**src/rtl/bp_pkg.sv**
```systemverilog
// Shared types and helpers for the direct-mapped branch predictor.
// Holds the 2-bit counter encoding, the fall-through PC increment and the counter step function.
package bp_pkg;

  typedef enum logic [1:0] {
    STRONG_NT = 2'b00,
    WEAK_NT   = 2'b01,
    WEAK_T    = 2'b10,
    STRONG_T  = 2'b11
  } ctr_t;

  localparam int PC_INC = 4;

  function automatic ctr_t ctr_next(input ctr_t c, input logic taken);
    logic [1:0] v;
    v = c;
    if (taken) begin
      if (c != STRONG_T) v = v + 2'd1;
    end else begin
      if (c != STRONG_NT) v = v - 2'd1;
    end
    return ctr_t'(v);
  endfunction

endpackage

```
**src/rtl/bp_table.sv**
```systemverilog
// Predictor entry storage: async-reset arrays, one write port, combinational reads.
// Reads are zero-latency from stored state; a write becomes visible after the clock edge.
module bp_table
  import bp_pkg::*;
#(
  parameter int ENTRIES = 16,
  parameter int PC_W    = 32,
  parameter int IDX_W   = $clog2(ENTRIES),
  parameter int TAG_W   = PC_W - IDX_W - 2
) (
  input  logic             clk,
  input  logic             reset,
  input  logic [IDX_W-1:0] lk_idx_i,
  output logic             lk_valid_o,
  output logic [TAG_W-1:0] lk_tag_o,
  output logic [PC_W-1:0]  lk_tgt_o,
  output ctr_t             lk_ctr_o,
  input  logic [IDX_W-1:0] up_idx_i,
  output logic             up_valid_o,
  output logic [TAG_W-1:0] up_tag_o,
  output logic [PC_W-1:0]  up_tgt_o,
  output ctr_t             up_ctr_o,
  input  logic             wr_en_i,
  input  logic [IDX_W-1:0] wr_idx_i,
  input  logic [TAG_W-1:0] wr_tag_i,
  input  logic [PC_W-1:0]  wr_tgt_i,
  input  ctr_t             wr_ctr_i
);

  logic             valid_q [ENTRIES];
  logic [TAG_W-1:0] tag_q   [ENTRIES];
  logic [PC_W-1:0]  tgt_q   [ENTRIES];
  ctr_t             ctr_q   [ENTRIES];

  always_ff @(posedge clk or negedge reset) begin
    if (!reset) begin
      for (int i = 0; i < ENTRIES; i++) begin
        valid_q[i] <= 1'b0;
        tag_q[i]   <= '0;
        tgt_q[i]   <= '0;
        ctr_q[i]   <= WEAK_NT;
      end
    end else if (wr_en_i) begin
      valid_q[wr_idx_i] <= 1'b1;
      tag_q[wr_idx_i]   <= wr_tag_i;
      tgt_q[wr_idx_i]   <= wr_tgt_i;
      ctr_q[wr_idx_i]   <= wr_ctr_i;
    end
  end

  assign lk_valid_o = valid_q[lk_idx_i];
  assign lk_tag_o   = tag_q[lk_idx_i];
  assign lk_tgt_o   = tgt_q[lk_idx_i];
  assign lk_ctr_o   = ctr_q[lk_idx_i];

  assign up_valid_o = valid_q[up_idx_i];
  assign up_tag_o   = tag_q[up_idx_i];
  assign up_tgt_o   = tgt_q[up_idx_i];
  assign up_ctr_o   = ctr_q[up_idx_i];

endmodule

```
**src/rtl/branch_predictor.sv**
```systemverilog
// Direct-mapped bimodal predictor with target cache and saturating mispredict counter.
// Lookup is combinational (0 cycles, no bypass of a same-cycle update); updates are never stalled.
module branch_predictor
  import bp_pkg::*;
#(
  parameter int ENTRIES = 16,
  parameter int PC_W    = 32
) (
  input  logic            clk,
  input  logic            reset,
  input  logic [PC_W-1:0] lookup_pc,
  output logic            pred_taken,
  output logic [PC_W-1:0] pred_target,
  input  logic            upd_valid,
  input  logic [PC_W-1:0] upd_pc,
  input  logic            upd_taken,
  input  logic [PC_W-1:0] upd_target,
  input  logic            upd_is_jump,
  input  logic            upd_mispred,
  output logic [15:0]     mispred_cnt
);

  localparam int IDX_W = $clog2(ENTRIES);
  localparam int TAG_W = PC_W - IDX_W - 2;

  if ((ENTRIES < 2) || ((ENTRIES & (ENTRIES - 1)) != 0) || (PC_W < IDX_W + 3)) begin : g_bad_cfg
    $fatal(1, "branch_predictor: ENTRIES must be a power of two >= 2 and PC_W >= log2(ENTRIES)+3");
  end

  logic [IDX_W-1:0] lk_idx, up_idx;
  logic [TAG_W-1:0] lk_tag_s, up_tag_s;
  logic             lk_valid, up_valid;
  logic [PC_W-1:0]  lk_tgt, up_tgt;
  ctr_t             lk_ctr, up_ctr;
  logic             lk_hit, up_hit;
  logic             wr_en;
  logic [PC_W-1:0]  wr_tgt;
  ctr_t             wr_ctr;
  logic [15:0]      cnt_q, cnt_d;
  logic             unused_pc_lsbs;

  assign lk_idx = lookup_pc[IDX_W+1:2];
  assign up_idx = upd_pc[IDX_W+1:2];
  assign unused_pc_lsbs = ^{lookup_pc[1:0], upd_pc[1:0]};

  bp_table #(
    .ENTRIES(ENTRIES),
    .PC_W   (PC_W),
    .IDX_W  (IDX_W),
    .TAG_W  (TAG_W)
  ) u_table (
    .clk       (clk),
    .reset     (reset),
    .lk_idx_i  (lk_idx),
    .lk_valid_o(lk_valid),
    .lk_tag_o  (lk_tag_s),
    .lk_tgt_o  (lk_tgt),
    .lk_ctr_o  (lk_ctr),
    .up_idx_i  (up_idx),
    .up_valid_o(up_valid),
    .up_tag_o  (up_tag_s),
    .up_tgt_o  (up_tgt),
    .up_ctr_o  (up_ctr),
    .wr_en_i   (wr_en),
    .wr_idx_i  (up_idx),
    .wr_tag_i  (upd_pc[PC_W-1:IDX_W+2]),
    .wr_tgt_i  (wr_tgt),
    .wr_ctr_i  (wr_ctr)
  );

  assign lk_hit      = lk_valid && (lk_tag_s == lookup_pc[PC_W-1:IDX_W+2]);
  assign pred_taken  = lk_hit && (lk_ctr inside {WEAK_T, STRONG_T});
  assign pred_target = pred_taken ? lk_tgt : lookup_pc + PC_W'(PC_INC);

  assign up_hit = up_valid && (up_tag_s == upd_pc[PC_W-1:IDX_W+2]);

  // A hit always rewrites the whole entry; a not-taken hit keeps its old target.
  always_comb begin
    wr_en  = 1'b0;
    wr_tgt = upd_target;
    wr_ctr = up_ctr;
    if (upd_valid) begin
      if (up_hit) begin
        wr_en = 1'b1;
        if (upd_is_jump) begin
          wr_ctr = STRONG_T;
        end else begin
          wr_ctr = ctr_next(up_ctr, upd_taken);
          if (!upd_taken) wr_tgt = up_tgt;
        end
      end else if (upd_taken || upd_is_jump) begin
        wr_en  = 1'b1;
        wr_ctr = upd_is_jump ? STRONG_T : WEAK_T;
      end
    end
  end

  always_comb begin
    cnt_d = cnt_q;
    if (upd_valid && upd_mispred && (cnt_q != 16'hFFFF)) cnt_d = cnt_q + 16'd1;
  end

  always_ff @(posedge clk or negedge reset) begin
    if (!reset) cnt_q <= '0;
    else        cnt_q <= cnt_d;
  end

  assign mispred_cnt = cnt_q;

endmodule

```
**config.mk**
```make
export PLATFORM = sky130hd
export DESIGN_NAME = branch_predictor
export DESIGN_NICKNAME = d
export VERILOG_FILES = /design/src/rtl/bp_pkg.sv /design/src/rtl/bp_table.sv /design/src/rtl/branch_predictor.sv
export SDC_FILE = /design/constraint.sdc
export NUM_CORES = 2
export LEC_CHECK = 0
export CAP_MARGIN = 10
export CORE_MARGIN = 4
export CORE_UTILIZATION = 30
export CTS_CLUSTER_SIZE = 30
export DETAILED_ROUTE_END_ITERATION = 12
export PLACE_DENSITY_LB_ADDON = 0.12
export SLEW_MARGIN = 40
export SYNTH_ARGS = -nofsm -noshare
export SYNTH_HDL_FRONTEND = slang
export SYNTH_SLANG_ARGS = --single-unit
```
**constraint.sdc**
```tcl
create_clock -name clk -period 3.75 [get_ports clk]
set_input_delay 0.375 -clock clk [delete_from_list [all_inputs] [get_ports clk]]
set_output_delay 0.375 -clock clk [all_outputs]
set_load 0.005 [all_outputs]
```
==> results.sh <==
export IMPL_track_usage_pct=21.7
export IMPL_first_global_vias=38593
export IMPL_r2r_start="u_table.tag_q[52]"
export IMPL_fp_coreArea_mm2=0.189
export IMPL_yosysSeqAreaShare_pct=43.5
export IMPL_ir_drop_mv=0.381
export IMPL_gp_congestion=0.811
export IMPL_synth_edf_count=0
export IMPL_rows=159
export IMPL_cp_num_cells=13
export IMPL_setup_violations=988
export IMPL_fmax_mhz=220
export IMPL_grt_pass1_wl_um=310000
export IMPL_cts_inserted_buffers=118
export IMPL_synth_adder_area_share_pct=0.0438
export IMPL_post_drt_via_cell_ratio=5.32
export IMPL_overflow=0
export IMPL_cp_start_kind="flop"
export IMPL_cp_slowest_cell="mux4_2"
export IMPL_drt_iter0_drc=2696
export IMPL_drive_gt1_share_pct=61.6
export IMPL_p_total_mw=39.5
export IMPL_synth_area_per_cell_um2=16.4
export IMPL_tns_ps=-239220
export IMPL_synthesis_instances=3481
export IMPL_ant_nets=0
export IMPL_violations="setup timing"
export IMPL_grt_antenna_before_repair=3
export IMPL_clkSinkCount=992
export IMPL_cp_max_fo=5
export IMPL_setup_ws_ps=-805
export IMPL_p_leak_nw=32.5
export IMPL_fin_skew_ps=48.0
export IMPL_finalNetCount=4325
export IMPL_synth_xor_area_share_pct=1.53
export IMPL_syn_area_mm2=0.0571
export IMPL_cts_clk_slew_worst_paths_ps=60
export IMPL_die_w_um=444
export IMPL_r2r_cells=16
export IMPL_synth_seq_cells=992
export IMPL_wl_per_cell_um=32.6
export IMPL_initial_core_util_pct=30.3
export IMPL_grt_max_degree=137
export IMPL_die_area_mm2=0.197
export IMPL_hold_class="input pin to asynchronous set/reset pin"
export IMPL_timing_worst_slew_pin_value_ps=800
export IMPL_root_buffer="clkbuf_16"
export IMPL_synth_compound_area_share_pct=1.91
export IMPL_place_area_mm2=0.0661
export IMPL_r2r_end="u_table.tgt_q[468]"
export IMPL_cp_top_family="multiplexers"
export IMPL_rsz0062_at_grt="true"
export IMPL_crit_buf_inv=6
export IMPL_dr_pass1_iters=5
export IMPL_critPathArrivalTime_ps=4180
export IMPL_yosysWarnings=0
export IMPL_crit_type="flop to output pin"
export IMPL_async_flop_share_pct=100
export IMPL_cts_tree="done"
export IMPL_cts_path_max_buffers=3
export IMPL_regToRegSetupSlack_ps=-370
export IMPL_post_route_period_util_pct=121
export IMPL_drv_slew=0
export IMPL_hold_violations=0
export IMPL_hpwlAfterDp_um=142000
export IMPL_crit_top_cell="buf_12"
export IMPL_drv_cap=0
export IMPL_synth_top_family_by_area="multiplexers"
export IMPL_final_area_mm2=0.0760
export IMPL_syn_nets=3585
export IMPL_numPortBuffers=148
export IMPL_via_count=36312
export IMPL_slew_headroom_pct=46.7
export IMPL_crit_path_end_kind="output pin"
export IMPL_wl_um=223000
export IMPL_path_cells="buf_4 -> mux4_2 -> mux4_2 -> xnor2_1 -> nand4_1 -> nor4_1 -> buf_4 -> nand3_4 -> buf_12 -> buf_12 -> buf_12 -> mux2_4 -> buf_6"
export IMPL_fp_dieH_um=444
export IMPL_pin_count=151
export IMPL_cp_slowest_stage_delay_ps=580
export IMPL_syn_to_final_growth_pct=33.0
export IMPL_synth_distinct_cells=67
export IMPL_drc=0
export IMPL_status="finished with violations"
export IMPL_period_needed_ps=4560
export IMPL_synth_mux_area_share_pct=45.9
export IMPL_htreeDepth=3
export IMPL_p_per_area_mw_per_mm2=520
export IMPL_clock_latency_ps=800
export IMPL_cp_required_ps=3380
export IMPL_synthSimpleGateAreaFrac_pct=2.39
export IMPL_ys_flop_type="dfrtp_1"
repair_timing:
action | 4_1_cts | 5_1_grt
gates cloned | 68 | 26
hold buffers | 1 | 0
buffers inserted | 56 | 59
endpoints found under the hold margin | 228 | 0
endpoints found under the setup margin | 960 | 974
gates resized for setup | 339 | 569
pin swaps | 28 | 15
Yosys cell counts (all sizes together), types with 3 or more instances:
| cell type | n | area share [%] |
|---|---|---|
| a22oi | 21 | 0.28 |
| a21oi | 15 | 0.13 |
| a211oi | 4 | 0.053 |
| o22ai | 8 | 0.088 |
| nor4 | 9 | 0.12 |
| nand3 | 39 | 0.34 |
| or3 | 3 | 0.033 |
| nand4 | 19 | 0.21 |
| o41ai | 3 | 0.059 |
| nand2 | 66 | 0.43 |
| mux2 | 1018 | 23 |
| and2 | 4 | 0.044 |
| nor2b | 13 | 0.14 |
| nor3 | 6 | 0.053 |
| o211ai | 8 | 0.11 |
| o21ai | 17 | 0.15 |
| dfstp | 16 | 0.74 |
| a221oi | 14 | 0.21 |
| dfrtp | 976 | 43 |
| mux4 | 518 | 20 |
| xor2 | 32 | 0.49 |
| nand2b | 6 | 0.066 |
| a31oi | 4 | 0.044 |
| buf | 228 | 3.9 |
| nor2 | 37 | 0.53 |
| xnor2 | 68 | 1.0 |
| o32a | 16 | 0.28 |
| clkbuf | 112 | 0.74 |
| mux2i | 120 | 2.1 |
| a22o | 13 | 0.20 |
| and3 | 13 | 0.14 |
| inv | 12 | 0.079 |
| or2 | 16 | 0.18 |
| and4 | 3 | 0.046 |
cells in the final DEF (no fill, tap or decap), types with 20 or more instances in the layout:
cell type	netlist	layout
mux2_4	494	996
mux2_2	465	51
xor2_1	32	31
buf_16	0	44
buf_12	55	209
nor2_1	21	20
nand3_1	39	38
buf_4	37	441
mux4_2	510	511
nand2_1	66	63
clkbuf_8	0	39
clkbuf_16	0	138
buf_6	29	61
clkbuf_1	110	20
clkdlybuf4s50_1	0	106
dfrtp_1	976	976
mux2i_1	120	118
xnor2_1	68	64
buf_8	2	37
stage by stage:
step                hold WS [ps]  std cells  setup slack (ps)  utilization, %
floorplan                   79.4       3481             -17.5               -
global placement             339       6418              -899            35.0
detailed placement           339       6419              -860            35.0
CTS                         75.6       6766              -869            38.9
global route                 112       6820              -921            40.3
finish                       112       6820              -805            40.3
worst max-delay path by stage:
stage | from | endpoint | slack [ps]
finish | u_table.tag_q[16] | pred_target[3] | -810
detailed placement | lookup_pc[2] | pred_target[24] | -860
CTS | u_table.tag_q[155] | pred_target[3] | -870
global placement | lookup_pc[2] | pred_target[24] | -900
floorplan | lookup_pc[3] | pred_target[0] | -20
global route | u_table.tag_q[233] | pred_target[3] | -920
worst register-to-register path, delay by kind of cell (launching register included):
kind / cells / cell delay, ps
DFF: 1 / 420
muxes: 2 / 840
buffers and inverters: 7 / 1140
AOI/OAI and AO/OA: 4 / 1130
and+or+nand+nor: 2 / 260
xor gates and xnor gates: 1 / 190
layer usage:
layer	wire [um]	track usage [%]
met1	101000	30.2
met2	108000	36.3
met3	7660	2.34
met4	6070	5.33
met5	0	0
kinds of logic (layout without fill, tap and decap cells):
family,Yosys count,count (layout)
muxes,1656,1688
DFF,992,992
adders and majority gates,2,2
AOI/OAI and AO/OA,142,142
xor gates and xnor gates,100,100
and+or+nand+nor,237,237
other,0,1
buffers and inverters,352,1163
area by class of cell:
| class | count | area (um^2) |
|---|---|---|
| Fill cell | 17296 | 113000 |
| Multi-Input combinational cell | 2169 | 32000 |
| Sequential cell | 992 | 24800 |
| Timing Repair Buffer | 928 | 11500 |
| Clock buffer | 178 | 3590 |
| Tap cell | 2495 | 3120 |
| Clock inverter | 45 | 778 |
| Inverter | 12 | 47.5 |
| Antenna cell | 1 | 2.50 |
sequential cells by signal (all words and copies together) (netlist names):
| register | flops |
|---|---|
| u_table.valid_q | 16 |
| mispred_cnt | 16 |
| u_table.tag_q | 416 |
| u_table.ctr_q | 32 |
| u_table.tgt_q | 512 |
where the power goes:
part           internal, mW  switching [mW]  total, mW
sequential             13.3            2.03       15.3
clock                  7.89            5.09       13.0
combinational          7.24            3.94       11.2
(Power assumes the default switching activity.)
